File: config.mk
export PLATFORM = sky130hd
export DESIGN_NAME = sync_fifo_wr_arbiter
export DESIGN_NICKNAME = d
export VERILOG_FILES = /design/src/rtl/sync_fifo_pkg.sv /design/src/rtl/rr_priority_pick.sv /design/src/rtl/sync_fifo_wr_arbiter.sv
export SDC_FILE = /design/constraint.sdc
export NUM_CORES = 1
export LEC_CHECK = 0
export ABC_AREA = 1
export BUFFER_PORTS_ARGS = -buffer_cell sky130_fd_sc_hd__buf_2
export CORE_UTILIZATION = 48
export CTS_CLUSTER_DIAMETER = 50
export CTS_CLUSTER_SIZE = 24
export DETAILED_ROUTE_END_ITERATION = 12
export HOLD_SLACK_MARGIN = 0.08
export PLACE_DENSITY_LB_ADDON = 0.3
export SKIP_CTS_REPAIR_TIMING = 1
export SYNTH_ARGS = -nofsm -noshare
export SYNTH_HDL_FRONTEND = slang
export SYNTH_SLANG_ARGS = --single-unit
File: constraint.sdc
create_clock -name i_clk -period 7 [get_ports i_clk]
set_input_delay 0.35 -clock i_clk [delete_from_list [all_inputs] [get_ports i_clk]]
set_output_delay 0.35 -clock i_clk [all_outputs]
set_load 0.03 [all_outputs]
File: src/rtl/sync_fifo_pkg.sv
// Shared constants and width helpers for the sync_fifo subsystem.
// Imported by the write arbiter and its round-robin picker.
package sync_fifo_pkg;

    localparam int DEFAULT_DATA_WIDTH = 32;

    // Source-id width that never collapses to zero bits.
    function automatic int src_id_width(input int num_src);
        return (num_src < 2) ? 1 : $clog2(num_src);
    endfunction

endpackage

File: src/rtl/rr_priority_pick.sv
// Round-robin picker: the first request after 'owner' wins, and the owner is searched last.
// Works by rotating the requests, isolating the lowest set bit, then rotating back.
module rr_priority_pick
    import sync_fifo_pkg::*;
#(
    parameter  int NUM_SRC  = 4,
    localparam int SRC_ID_W = src_id_width(NUM_SRC)
) (
    input  logic [NUM_SRC-1:0]  req,
    input  logic [SRC_ID_W-1:0] owner,
    output logic [NUM_SRC-1:0]  grant,
    output logic [SRC_ID_W-1:0] grant_idx,
    output logic                any_valid
);

    logic [SRC_ID_W-1:0] shift;
    logic [NUM_SRC-1:0]  req_rot;
    logic [NUM_SRC-1:0]  pick_rot;

    // NOTE: every variable gets a default at the top of always_comb, so no path can infer a latch.
    always_comb begin
        shift     = '0;
        req_rot   = '0;
        pick_rot  = '0;
        grant     = '0;
        grant_idx = '0;
        any_valid = |req;

        // Bit 0 of the rotated vector is source owner+1.
        if (owner != SRC_ID_W'(NUM_SRC - 1))
            shift = owner + SRC_ID_W'(1);

        req_rot  = NUM_SRC'({req, req} >> shift);
        pick_rot = req_rot & (~req_rot + NUM_SRC'(1));
        grant    = NUM_SRC'(({pick_rot, pick_rot} << shift) >> NUM_SRC);

        for (int i = 0; i < NUM_SRC; i++) begin
            if (grant[i])
                grant_idx = SRC_ID_W'(i);
        end
    end

endmodule

File: src/rtl/sync_fifo_wr_arbiter.sv
// Shares one sync_fifo write port among NUM_SRC producers, with round-robin arbitration,
// burst locking of up to MAX_BURST beats, and a single registered output stage.
module sync_fifo_wr_arbiter
    import sync_fifo_pkg::*;
#(
    parameter  int NUM_SRC    = 4,
    parameter  int DATA_WIDTH = DEFAULT_DATA_WIDTH,
    parameter  int MAX_BURST  = 4,
    localparam int SRC_ID_W   = src_id_width(NUM_SRC),
    localparam int BURST_W    = $clog2(MAX_BURST + 1)
) (
    input  logic                          i_clk,
    input  logic                          i_rst,
    input  logic [NUM_SRC-1:0]            i_valid_s,
    output logic [NUM_SRC-1:0]            o_ready_s,
    input  logic [NUM_SRC*DATA_WIDTH-1:0] i_data_s,
    output logic                          o_valid_m,
    input  logic                          i_ready_m,
    output logic [DATA_WIDTH-1:0]         o_data_m,
    output logic [SRC_ID_W-1:0]           o_src_id,
    output logic [NUM_SRC-1:0]            o_grant
);

    logic [SRC_ID_W-1:0]   owner;
    logic [BURST_W-1:0]    burst_cnt;
    logic                  active;

    logic [NUM_SRC-1:0]    owner_oh;
    logic [NUM_SRC-1:0]    pick_oh;
    logic [SRC_ID_W-1:0]   pick_idx;
    logic                  pick_any;

    logic                  load_en;
    logic                  lock;
    logic                  xfer;
    logic [NUM_SRC-1:0]    winner_oh;
    logic [SRC_ID_W-1:0]   winner_idx;
    logic [DATA_WIDTH-1:0] winner_data;

    rr_priority_pick #(
        .NUM_SRC (NUM_SRC)
    ) u_pick (
        .req       (i_valid_s),
        .owner     (owner),
        .grant     (pick_oh),
        .grant_idx (pick_idx),
        .any_valid (pick_any)
    );

    assign owner_oh = NUM_SRC'(1) << owner;
    assign o_grant  = active ? owner_oh : '0;

    always_comb begin
        load_en     = !o_valid_m || i_ready_m;
        // The owner keeps the grant while it stays valid and has burst budget left.
        lock        = active && i_valid_s[owner] && (burst_cnt < BURST_W'(MAX_BURST));
        winner_oh   = lock ? owner_oh : pick_oh;
        winner_idx  = lock ? owner    : pick_idx;
        xfer        = load_en && (lock || pick_any);
        o_ready_s   = (xfer && !i_rst) ? winner_oh : '0;
        winner_data = '0;
        for (int k = 0; k < NUM_SRC; k++) begin
            if (winner_idx == SRC_ID_W'(k))
                winner_data = i_data_s[k*DATA_WIDTH +: DATA_WIDTH];
        end
    end

    // NOTE: sequential state uses non-blocking assignments only, so every flop samples pre-edge values.
    always_ff @(posedge i_clk or posedge i_rst) begin
        if (i_rst) begin
            o_valid_m <= 1'b0;
            o_data_m  <= '0;
            o_src_id  <= '0;
            owner     <= SRC_ID_W'(NUM_SRC - 1);
            burst_cnt <= '0;
            active    <= 1'b0;
        end else if (load_en) begin
            if (xfer) begin
                o_valid_m <= 1'b1;
                o_data_m  <= winner_data;
                o_src_id  <= winner_idx;
                // An expired owner that wins again by search starts a fresh burst.
                burst_cnt <= lock ? burst_cnt + BURST_W'(1) : BURST_W'(1);
                owner     <= winner_idx;
                active    <= 1'b1;
            end else begin
                o_valid_m <= 1'b0;
                burst_cnt <= '0;
                active    <= 1'b0;
            end
        end
    end

endmodule

==> results of run 1 <==
==> through the flow <==
step | std cells | hold WS [ns] | utilization, % | instance area [µm²]
2_1_floorplan | 503 | 0.454 | - | 3130
3_3_place_gp | 735 | 0.458 | 62.9 | 3970
3_5_place_dp | 735 | 0.461 | 62.9 | 3970
4_1_cts | 742 | 0.280 | 64.9 | 4100
5_1_grt | 742 | 0.325 | 64.9 | 4100
6_report | 742 | 0.227 | 64.9 | 4100
==> Yosys cell counts <==
library cell	count	area [µm²]
buf_2	5	25.0
nor2_8	2	40.0
nor4_1	1	6.26
nand2_2	6	37.5
nand3_1	63	315
buf_4	5	37.5
o211ai_1	1	7.51
nand2_1	207	777
dfstp_2	2	52.6
clkinv_1	1	3.75
nand2_4	2	22.5
o21ai_1	41	205
nor2_2	1	6.26
inv_1	62	233
ha_1	5	62.6
o211ai_2	1	12.5
clkbuf_1	7	26.3
inv_4	1	6.26
nor2_4	1	11.3
a21oi_4	1	16.3
nor2_1	8	30.0
o21ai_0	27	135
nand3b_1	2	15.0
buf_6	6	67.6
dfrtp_1	38	951
a21oi_1	3	15.0
inv_2	4	15.0
==> path summary, 6_finish.rpt <==
| check | depth (start not counted) | to | from | slack, ns |
|---|---|---|---|---|
| max reg2reg | 17 | o_data_m[19] | owner[0] | 3.39 |
| min | 2 | burst_cnt[2] | i_rst | 0.23 |
| max | 17 | o_data_m[19] | owner[0] | 3.39 |
| max in group asynchronous | 2 | o_data_m[0] | i_rst | 6.22 |
| min in group i_clk | 3 | active | i_valid_s[1] | 0.32 |
| min reg2reg | 2 | o_data_m[15] | o_data_m[15] | 0.47 |
==> logic make-up after synthesis <==
kind of cell,count (synthesis),share of synthesized area (%)
AOI/OAI and AO/OA,74,12.5
adders and majority gates,5,2.00
buffers and inverters,91,13.2
DFF,40,32.0
and+or+nand+nor,293,40.3
==> critical path: stages (launching register included) <==
cell and delay, ns:
dfstp_2 0.61, inv_2 0.10, ha_1 0.59, inv_2 0.18, nand3_1 0.14, nand2_2 0.09, inv_1 0.08, nand2_1 0.06
nand2_2 0.11, inv_1 0.05, o211ai_2 0.20, nand2_4 0.19, inv_4 0.33, nand2_4 0.32, o21ai_0 0.25, inv_1 0.07
nand2_1 0.06, nand2_1 0.04
==> sequential cells by signal, summed over array words and instances (netlist names) <==
name / flops
o_data_m: 32
owner: 2
active: 1
o_src_id: 2
burst_cnt: 3
==> cell type report <==
type | instances | area [µm²] | area share (%)
Clock buffer | 5 | 68.8 | 1.68
Tap cell | 77 | 96.3 | 2.35
Sequential cell | 40 | 1000 | 24.5
Inverter | 68 | 258 | 6.29
Clock inverter | 2 | 60.1 | 1.47
Multi-Input combinational cell | 372 | 1720 | 41.9
Timing Repair Buffer | 178 | 893 | 21.8
==> cell usage in the layout (no fill, tap or decap), types with 2 or more instances in the layout <==
cell type	n
nand2_1	207
buf_2	177
nand3_1	63
inv_1	61
o21ai_1	41
dfrtp_1	38
o21ai_0	27
nor2_1	7
nand2_2	6
inv_2	5
ha_1	5
clkbuf_8	5
a21oi_1	3
nor2_2	2
nor2_8	2
nand2_4	2
nand3b_1	2
bufinv_16	2
dfstp_2	2
==> layer usage <==
layer | global-route usage, % | up-vias | routed length (µm)
li1 | - | 1901 | -
met1 | 35.2 | 1696 | 4250
met2 | 48.9 | 154 | 4600
met3 | 5.03 | 17 | 526
met4 | 7.41 | 0 | 163
met5 | 0 | - | 0
==> reports/metrics.cfg, run 1 <==
[critical_path]
cp_data_required_time_ns=7.18
crit_arrival_ns=3.80
path_max_fanout=35
end_kind=flop
path_class=flop to flop
setup.worst_path.start_class=flop

[floorplan]
initial_core_util_pct=49.6
die_w_um=82.8
coreArea_um2=6310
fp-row-count=29
die_area_um2=6850
die_h_um=82.8
io_pins=178

[timing]
slew_viol_final=0
setup_viol=0
setup_tns_ns=0
min_period_ns=3.61
relSlewSlack_pct=28.8
rsz0062_at_grt=false
fmax_mhz=277
hold_violations=0
fin_skew_ns=0.0101
tightest_slew_ns=1.06
fin_crit_sh_pct=51.6
setup_ws_ns=3.39

[placed_design]
dp_hpwl_um=7060
post-place-ws_ns=3.46
gp_congestion=0.850
io_buffers=177

[hold_path]
hp-class=input pin to async pin

[detailed_routing]
routed_wl_um=9540
drtAntennaViolNets=0
drc=0
num_vias=3768
post_drt_wl_per_cell_um=12.9
vias_per_cell=5.08
firstDrtPassIters=4
dr.first_iter.drc_count=142

[global_routing]
grtUsageTotal_pct=27.9
grt_overflow_total=0
first_global_vias=3276
grt_antenna_before_repair=0
grt_max_degree=41
grt_pass1_wl_um=14600

[cells_and_area]
antenna_cells=0
area_growth_syn_to_layout_pct=30.8
nets=805
drive_above_1_share_pct=31.3
n_fill_cell=614

[yosys]
yosysUniqueCellTypes=27
ys_seq_area_share_pct=32.0
syn_nets=643
syn_area_per_cell_um2=6.23
postSynthCellCount=503
synth-seq-cells=40
synth_area_um2=3130
yosysWarnings=0

[clock_tree]
cts.sinks=40
htree_levels=2
cts_tree=yes
numCtsBuffers=5
cts_buffer_depth=2
cts-root-buf=clkbuf_8
clk_pin_slew_ns=0.07
clock_latency_ns=0.30

[flow_run]
drv_cap=0

[outcome]
status=completed

Power of run 1 is not shown: default switching activity piles up to over one toggle a cycle in this logic, so the estimate is an artifact.
==> inputs of run 2 (changes only) <==
ABC_AREA = 0   (was 1)
CORE_UTILIZATION = 43   (was 48)
clock period = 3.15 ns   (was 7 ns; I/O delays follow)
==> run 2 against run 1 <==
Net effect: critical path depth fell by 7; global-route usage shrank 1.7 points; critical path type is now flop to output port; die area rose by 28%; register-to-register slack got worse by 3.3 ns; final area rose by 21%; wire length grew 30%; flip-flop and latch count did not move; non-clock buffer count grew 28; worst setup slack got worse by 3.3 ns; synthesized area up 15%.
==> reports/metrics.cfg, run 2 <==
[critical_path]
crit_arrival_ns=2.95  ; -0.85 ns
cpPeakStageDelay_ns=0.54  ; -0.07 ns
path_class=flop to output port
critical-path-top-delay-family=compound AO/OA/AOI/OAI gates
setup.worst_path.start_class=flop
crit_buf_inv=3  ; -3
startpoint=owner[1]
critPathCapture=o_ready_s[0]
cp_data_required_time_ns=2.99  ; -4.19 ns
regToRegEndpoint=o_data_m[17]
r2r_slack_ns=0.08  ; -3.31 ns
path_max_fanout=6  ; -83%
end_kind=output port
reg2reg_depth=12  ; -5
r2r_start=owner[1]
crit_cells=10  ; -7
slowest_stage=dfstp_2
path_cells=inv_2 -> ha_4 -> or3b_4 -> a2111oi_4 -> buf_4 -> o31ai_4 -> o21ai_1 -> mux2i_1 -> a2111oi_4 -> buf_4

[cells_and_area]
utilization_pct=60.5  ; -4.4 points
top_register=o_data_m
seqCellArea_um2=1000  ; unchanged
top_regs=o_data_m: 32 flops, burst_cnt: 3 flops
n_fill_cell=734  ; +20%
mostFrequentLayoutCell=buf_2
nets=710  ; -12%
final_cell_mix=buf_2 (173), o211ai_1 (64), dfrtp_1 (38)
fin_area_um2=4950  ; +21%
area_growth_syn_to_layout_pct=36.8
antenna_cells=0  ; unchanged
drive_above_1_share_pct=41.9  ; +11 points
largest_register_ffs=32  ; unchanged
multi_input_area_um2=2390  ; +39%

[clock_tree]
cts_tree=yes
cts_buffer_depth=2  ; unchanged
clock_latency_ns=0.30  ; about the same
numCtsBuffers=5  ; unchanged
htree_levels=2  ; unchanged
cts.sinks=40  ; unchanged
clk_pin_slew_ns=0.09  ; +0.02 ns
cts-root-buf=clkbuf_8

[global_routing]
grtUsageTotal_pct=26.2  ; -1.7 points
grt_antenna_before_repair=0  ; unchanged
first_global_vias=3851  ; +18%
grt_pass1_wl_um=18300  ; +26%
grt_max_degree=55  ; +34%
grt_overflow_total=0  ; unchanged

[timing]
fmax_mhz=322
min_period_ns=3.10
fin_skew_ns=0.00789  ; -0.00221 ns
hold_violations=0  ; unchanged
fin_crit_sh_pct=98.6
rsz0062_at_grt=true
setup_viol=0  ; unchanged
setup_ws_ns=0.0457  ; -3.34 ns
setup_tns_ns=0  ; unchanged
relSlewSlack_pct=39.0  ; +10 points
tightest_slew_ns=0.914  ; -0.148 ns
slew_viol_final=0  ; unchanged

[detailed_routing]
num_vias=4017  ; +6.6%
drc=0  ; unchanged
vias_per_cell=5.94  ; +17%
drtAntennaViolNets=0  ; unchanged
post_drt_wl_per_cell_um=18.3  ; +42%
routed_wl_um=12400  ; +30%
firstDrtPassIters=4  ; unchanged
dr.first_iter.drc_count=224  ; +58%

[floorplan]
fp-row-count=33  ; +14%
die_w_um=93.7  ; +13%
die_area_um2=8780  ; +28%
initial_core_util_pct=44.2  ; -5.4 points
io_pins=178  ; unchanged
coreArea_um2=8180  ; +29%
die_h_um=93.7  ; +13%

[placed_design]
gp_congestion=0.834  ; -1.9%
placed_cell_area_um2=4650  ; +17%
io_buffers=177  ; unchanged
post-place-ws_ns=0.0977  ; -3.36 ns
dp_hpwl_um=8160  ; +16%

[pwr]
power.static_leakage_nw=2.56
switchingPower_mw=3.23
p_per_area_nw_per_um2=1260
seq_power_share_pct=14.4
swShare_pct=51.7
ir_drop_mv=0.660
pwr-share-comb_pct=79.8
p_int_mw=3.01
power_frac_clock_pct=5.8
finalPower_mw=6.24

[yosys]
synth_edf_count=0  ; unchanged
synth-seq-cells=40  ; unchanged
synthTopCellsByArea=dfrtp_1 (26%), o211ai_1 (13%), o211a_1 (8.9%)
synth_top_area_cell=dfrtp_1
postSynthCellCount=407  ; -19%
synthTopCellsByCount=o211ai_1 (64), dfrtp_1 (38), and2_1 (37)
syn_nets=547  ; -15%
synth_top_area_share_pct=26.3  ; -4.1 points
synth_area_um2=3620  ; +15%
ys_seq_area_share_pct=27.7  ; -4.3 points
yosysUniqueCellTypes=50  ; +85%
syn_area_per_cell_um2=8.89  ; +43%
yosysWarnings=0  ; unchanged
synth_async_sr_flop_share_pct=100  ; unchanged
yosys_most_used_dff=dfrtp_1
yosysMostFrequentCell=o211ai_1

[flow_run]
drv_cap=0  ; unchanged

[hold_path]
hp-class=input pin to async pin

[outcome]
status=completed

run 2: changes by cell type in the layout (fill, tap and decap cells not counted), sizes merged, moves of 31 or more:
| cell | before | now |
|---|---|---|
| a31o | 0 | 33 |
| inv | 67 | 36 |
| o211a | 0 | 32 |
| o21ai | 68 | 8 |
| and2 | 0 | 37 |
| nand2 | 215 | 10 |
| a211o | 0 | 32 |
| nand3 | 63 | 2 |
| o211ai | 2 | 64 |
run 2: worst min path at each step:
stage | slack, ns | from | endpoint
final | 0.14 | i_rst | o_src_id[0]
after global routing | 0.20 | i_data_s[94] | o_data_m[30]
after CTS | 0.18 | i_rst | o_src_id[0]
after detailed placement | 0.47 | o_src_id[0] | o_src_id[0]
after global placement | 0.47 | o_src_id[0] | o_src_id[0]
after floorplan | 0.35 | i_rst | o_ready_s[0]
run 2: power groups by stage:
stage	Clock, mW	Combinational (mW)	Sequential (mW)
floorplan	0	2.97	1.34
global placement	0	4.41	0.899
detailed placement	0	4.50	0.905
CTS	0.371	4.53	0.897
global route	0.382	5.32	0.926
finish	0.361	4.98	0.900
run 2: through the flow:
| step | std cells | hold WS [ns] |
|---|---|---|
| floorplan | 407 | 0.354 |
| global placement | 659 | 0.468 |
| detailed placement | 659 | 0.474 |
| CTS | 667 | 0.177 |
| global route | 676 | 0.200 |
| finish | 676 | 0.141 |
run 2: kinds of logic after synthesis:
| kind of cell | Yosys count | share of synthesized area (%) |
|---|---|---|
| compound gates | 190 | 44.6 |
| buf+inv | 86 | 10.4 |
| simple gates | 79 | 13.1 |
| mux | 7 | 2.42 |
| fa+ha+maj | 5 | 1.73 |
| flops | 40 | 27.7 |
run 2: cell type report:
class | count | area share, %
flip-flops and latches | 40 | 20.3
inverters | 36 | 2.73
multi-input cells | 281 | 48.3
repair buffers | 206 | 24.3
well taps | 105 | 2.65
clock buffers | 7 | 1.54
clock inverters | 1 | 0.177
run 2: worst reg2reg max path, cell delays in order (launching register included):
cell	delay, ns
dfstp_2	0.54
inv_2	0.05
ha_4	0.25
or3b_4	0.42
a2111oi_4	0.36
buf_4	0.17
o31ai_4	0.07
buf_4	0.16
a31oi_4	0.14
o31ai_4	0.14
clkbuf_16	0.20
a211o_1	0.25
a31o_1	0.21
run 2: per-layer routing:
metal	share of wire [%]	GRT usage [%]	vias up
li1	-	-	1886
met1	42	32.5	1934
met3	7.2	5.34	19
met4	1.9	8.85	0
met2	49	45.2	178
met5	0	0	-
Power figures use the tool's default switching activity.
==> inputs of run 3 (changes only) <==
BUFFER_PORTS_ARGS = -buffer_cell sky130_fd_sc_hd__buf_4   (was -buffer_cell sky130_fd_sc_hd__buf_2)
SKIP_CTS_REPAIR_TIMING = default   (was 1)
TNS_END_PERCENT = 1   (was default)
==> run 3 against run 2 <==
Net effect: wire length fell by 4.4%; clock power is essentially flat; highest routed layer unchanged; final area rose by 6.9%; sequential power is 2% higher; combinational power fell by 1%; flip-flop and latch count unchanged; fmax up 0.31%; largest cell class unchanged; count of clock-buffer cells in the layout stayed put; total power fell by 0.70%; register-to-register slack lost 0.02 ns; largest power group unchanged.
==> reports/metrics.cfg, run 3 (same netlist as run 2, synthesis figures left out) <==
[outcome]
status=completed

[clock_tree]
cts_buffer_depth=2  ; unchanged
cts-root-buf=clkbuf_8
cts.sinks=40  ; unchanged
numCtsBuffers=5  ; unchanged
cts_hold_buf=0
clock_latency_ns=0.31  ; about the same
htree_levels=2  ; unchanged
clk_pin_slew_ns=0.08  ; about the same
cts_tree=yes

[pwr]
p_per_area_nw_per_um2=1170  ; -7.1%
power.static_leakage_nw=2.66  ; +4.1%
ir_drop_mv=0.655  ; -0.75%

[detailed_routing]
num_vias=3919  ; -2.4%
vias_per_cell=5.85  ; -1.6%
routed_wl_um=11800  ; -4.4%
drtAntennaViolNets=0  ; unchanged
drc=0  ; unchanged
dr.first_iter.drc_count=283  ; +26%
firstDrtPassIters=4  ; unchanged
post_drt_wl_per_cell_um=17.7  ; -3.6%

[floorplan]
io_pins=178  ; unchanged
die_h_um=93.7  ; unchanged
coreArea_um2=8180  ; unchanged
fp-row-count=33  ; unchanged
initial_core_util_pct=44.2  ; unchanged
die_w_um=93.7  ; unchanged
die_area_um2=8780  ; unchanged

[timing]
tightest_slew_ns=0.891  ; -0.0232 ns
slew_viol_final=0  ; unchanged
setup_viol=0  ; unchanged
hold_violations=0  ; unchanged
fin_hold_ws_ns=0.0903  ; -0.0506 ns
fin_crit_sh_pct=98.2  ; -0.30 points
rsz0062_at_grt=true
relSlewSlack_pct=40.6  ; +1.6 points
fmax_mhz=323  ; +0.31%
fin_skew_ns=0.0171  ; +0.00918 ns
setup_tns_ns=0  ; unchanged
min_period_ns=3.09  ; -0.00946 ns

[cells_and_area]
top_regs=o_data_m: 32 flops, burst_cnt: 3 flops
top_register=o_data_m
fin_area_um2=5290  ; +6.9%
final_cell_mix=buf_4 (192), o211ai_1 (64), dfrtp_1 (38)
utilization_pct=64.7  ; +4.2 points
area_growth_syn_to_layout_pct=46.2
drive_above_1_share_pct=40.4  ; -1.5 points
largest_register_ffs=32  ; unchanged
antenna_cells=0  ; unchanged
mostFrequentLayoutCell=buf_4
nets=704  ; -0.85%

[global_routing]
grt_pass1_wl_um=18800  ; +2.9%
first_global_vias=3846  ; -0.13%
grtUsageTotal_pct=27.2  ; +1.0 points
grt_max_degree=49  ; -11%
grt_antenna_before_repair=0  ; unchanged
grt_overflow_total=0  ; unchanged

[critical_path]
cp_data_required_time_ns=3.34  ; +0.35 ns
end_kind=flop
path_max_fanout=24  ; +18
path_class=flop to flop
crit_arrival_ns=3.29  ; +0.34 ns
setup.worst_path.start_class=flop

[flow_run]
drv_cap=0  ; unchanged

[hold_path]
hp-class=input pin to async pin

[placed_design]
placed_cell_area_um2=5150  ; +11%
gp_congestion=0.938  ; +12%
dp_hpwl_um=8440  ; +3.3%
io_buffers=177  ; unchanged

run 3: metal layers:
layer | share of wire (%) | GRT usage [%] | wire length, µm
met5 | 0 | 0 | 0
met3 | 6.9 | 6.47 | 821
met4 | 2.1 | 9.36 | 248
met2 | 50 | 44.3 | 5880
met1 | 41 | 35.3 | 4880
run 3: worst max-delay path: stages (launching register included):
cell and delay (ns):
dfstp_2 0.54, inv_1 0.07, ha_4 0.31, buf_6 0.14
nand3b_1 0.14, a2111oi_4 0.47, or2_0 0.18, mux2_4 0.16
buf_4 0.16, o21ai_2 0.10, buf_12 0.19, a211o_1 0.30
a31o_1 0.22
run 3: area by class of cell:
class / instances / area, µm²
Clock inverter: 1 / 8.76
Fill cell: 709 / 2890
Multi-Input combinational cell: 281 / 2350
Inverter: 36 / 135
Timing Repair Buffer: 200 / 1580
Sequential cell: 40 / 1000
Clock buffer: 7 / 76.3
Tap cell: 105 / 131
run 3: where the power goes:
part	leakage, nW	switching, mW	internal (mW)
Combinational	2.14	2.74	2.18
Sequential	0.480	0.139	0.779
Clock	0.0424	0.202	0.159
Total	2.66	3.08	3.12
run 3: repair_timing:
| action | CTS | global route |
|---|---|---|
| setup endpoints to repair | 4 | 36 |
| pin swaps | 1 | 3 |
| resized for setup | 4 | 5 |
| gates cloned | 0 | 0 |
| setup buffers | 1 | 0 |
run 3: final timing paths:
check / slack (ns) / depth (start not counted) / start / end
worst max-delay path: 0.06 / 12 / owner[1] / o_data_m[27]
worst max register to register: 0.06 / 12 / owner[1] / o_data_m[27]
min in group i_clk: 0.19 / 3 / i_data_s[76] / o_data_m[12]
worst min-delay path: 0.09 / 2 / i_rst / o_src_id[0]
max in group asynchronous: 2.47 / 2 / i_rst / burst_cnt[0]
worst min register to register: 0.50 / 2 / o_src_id[0] / o_src_id[0]
run 3: through the flow:
stage | power (mW) | std cells | setup slack, ns
floorplan | 4.31 | 407 | -0.0430
global placement | 5.66 | 661 | 0.185
detailed placement | 5.77 | 661 | 0.138
CTS | 6.16 | 670 | 0.00787
global route | 6.63 | 670 | -0.0574
finish | 6.20 | 670 | 0.0551
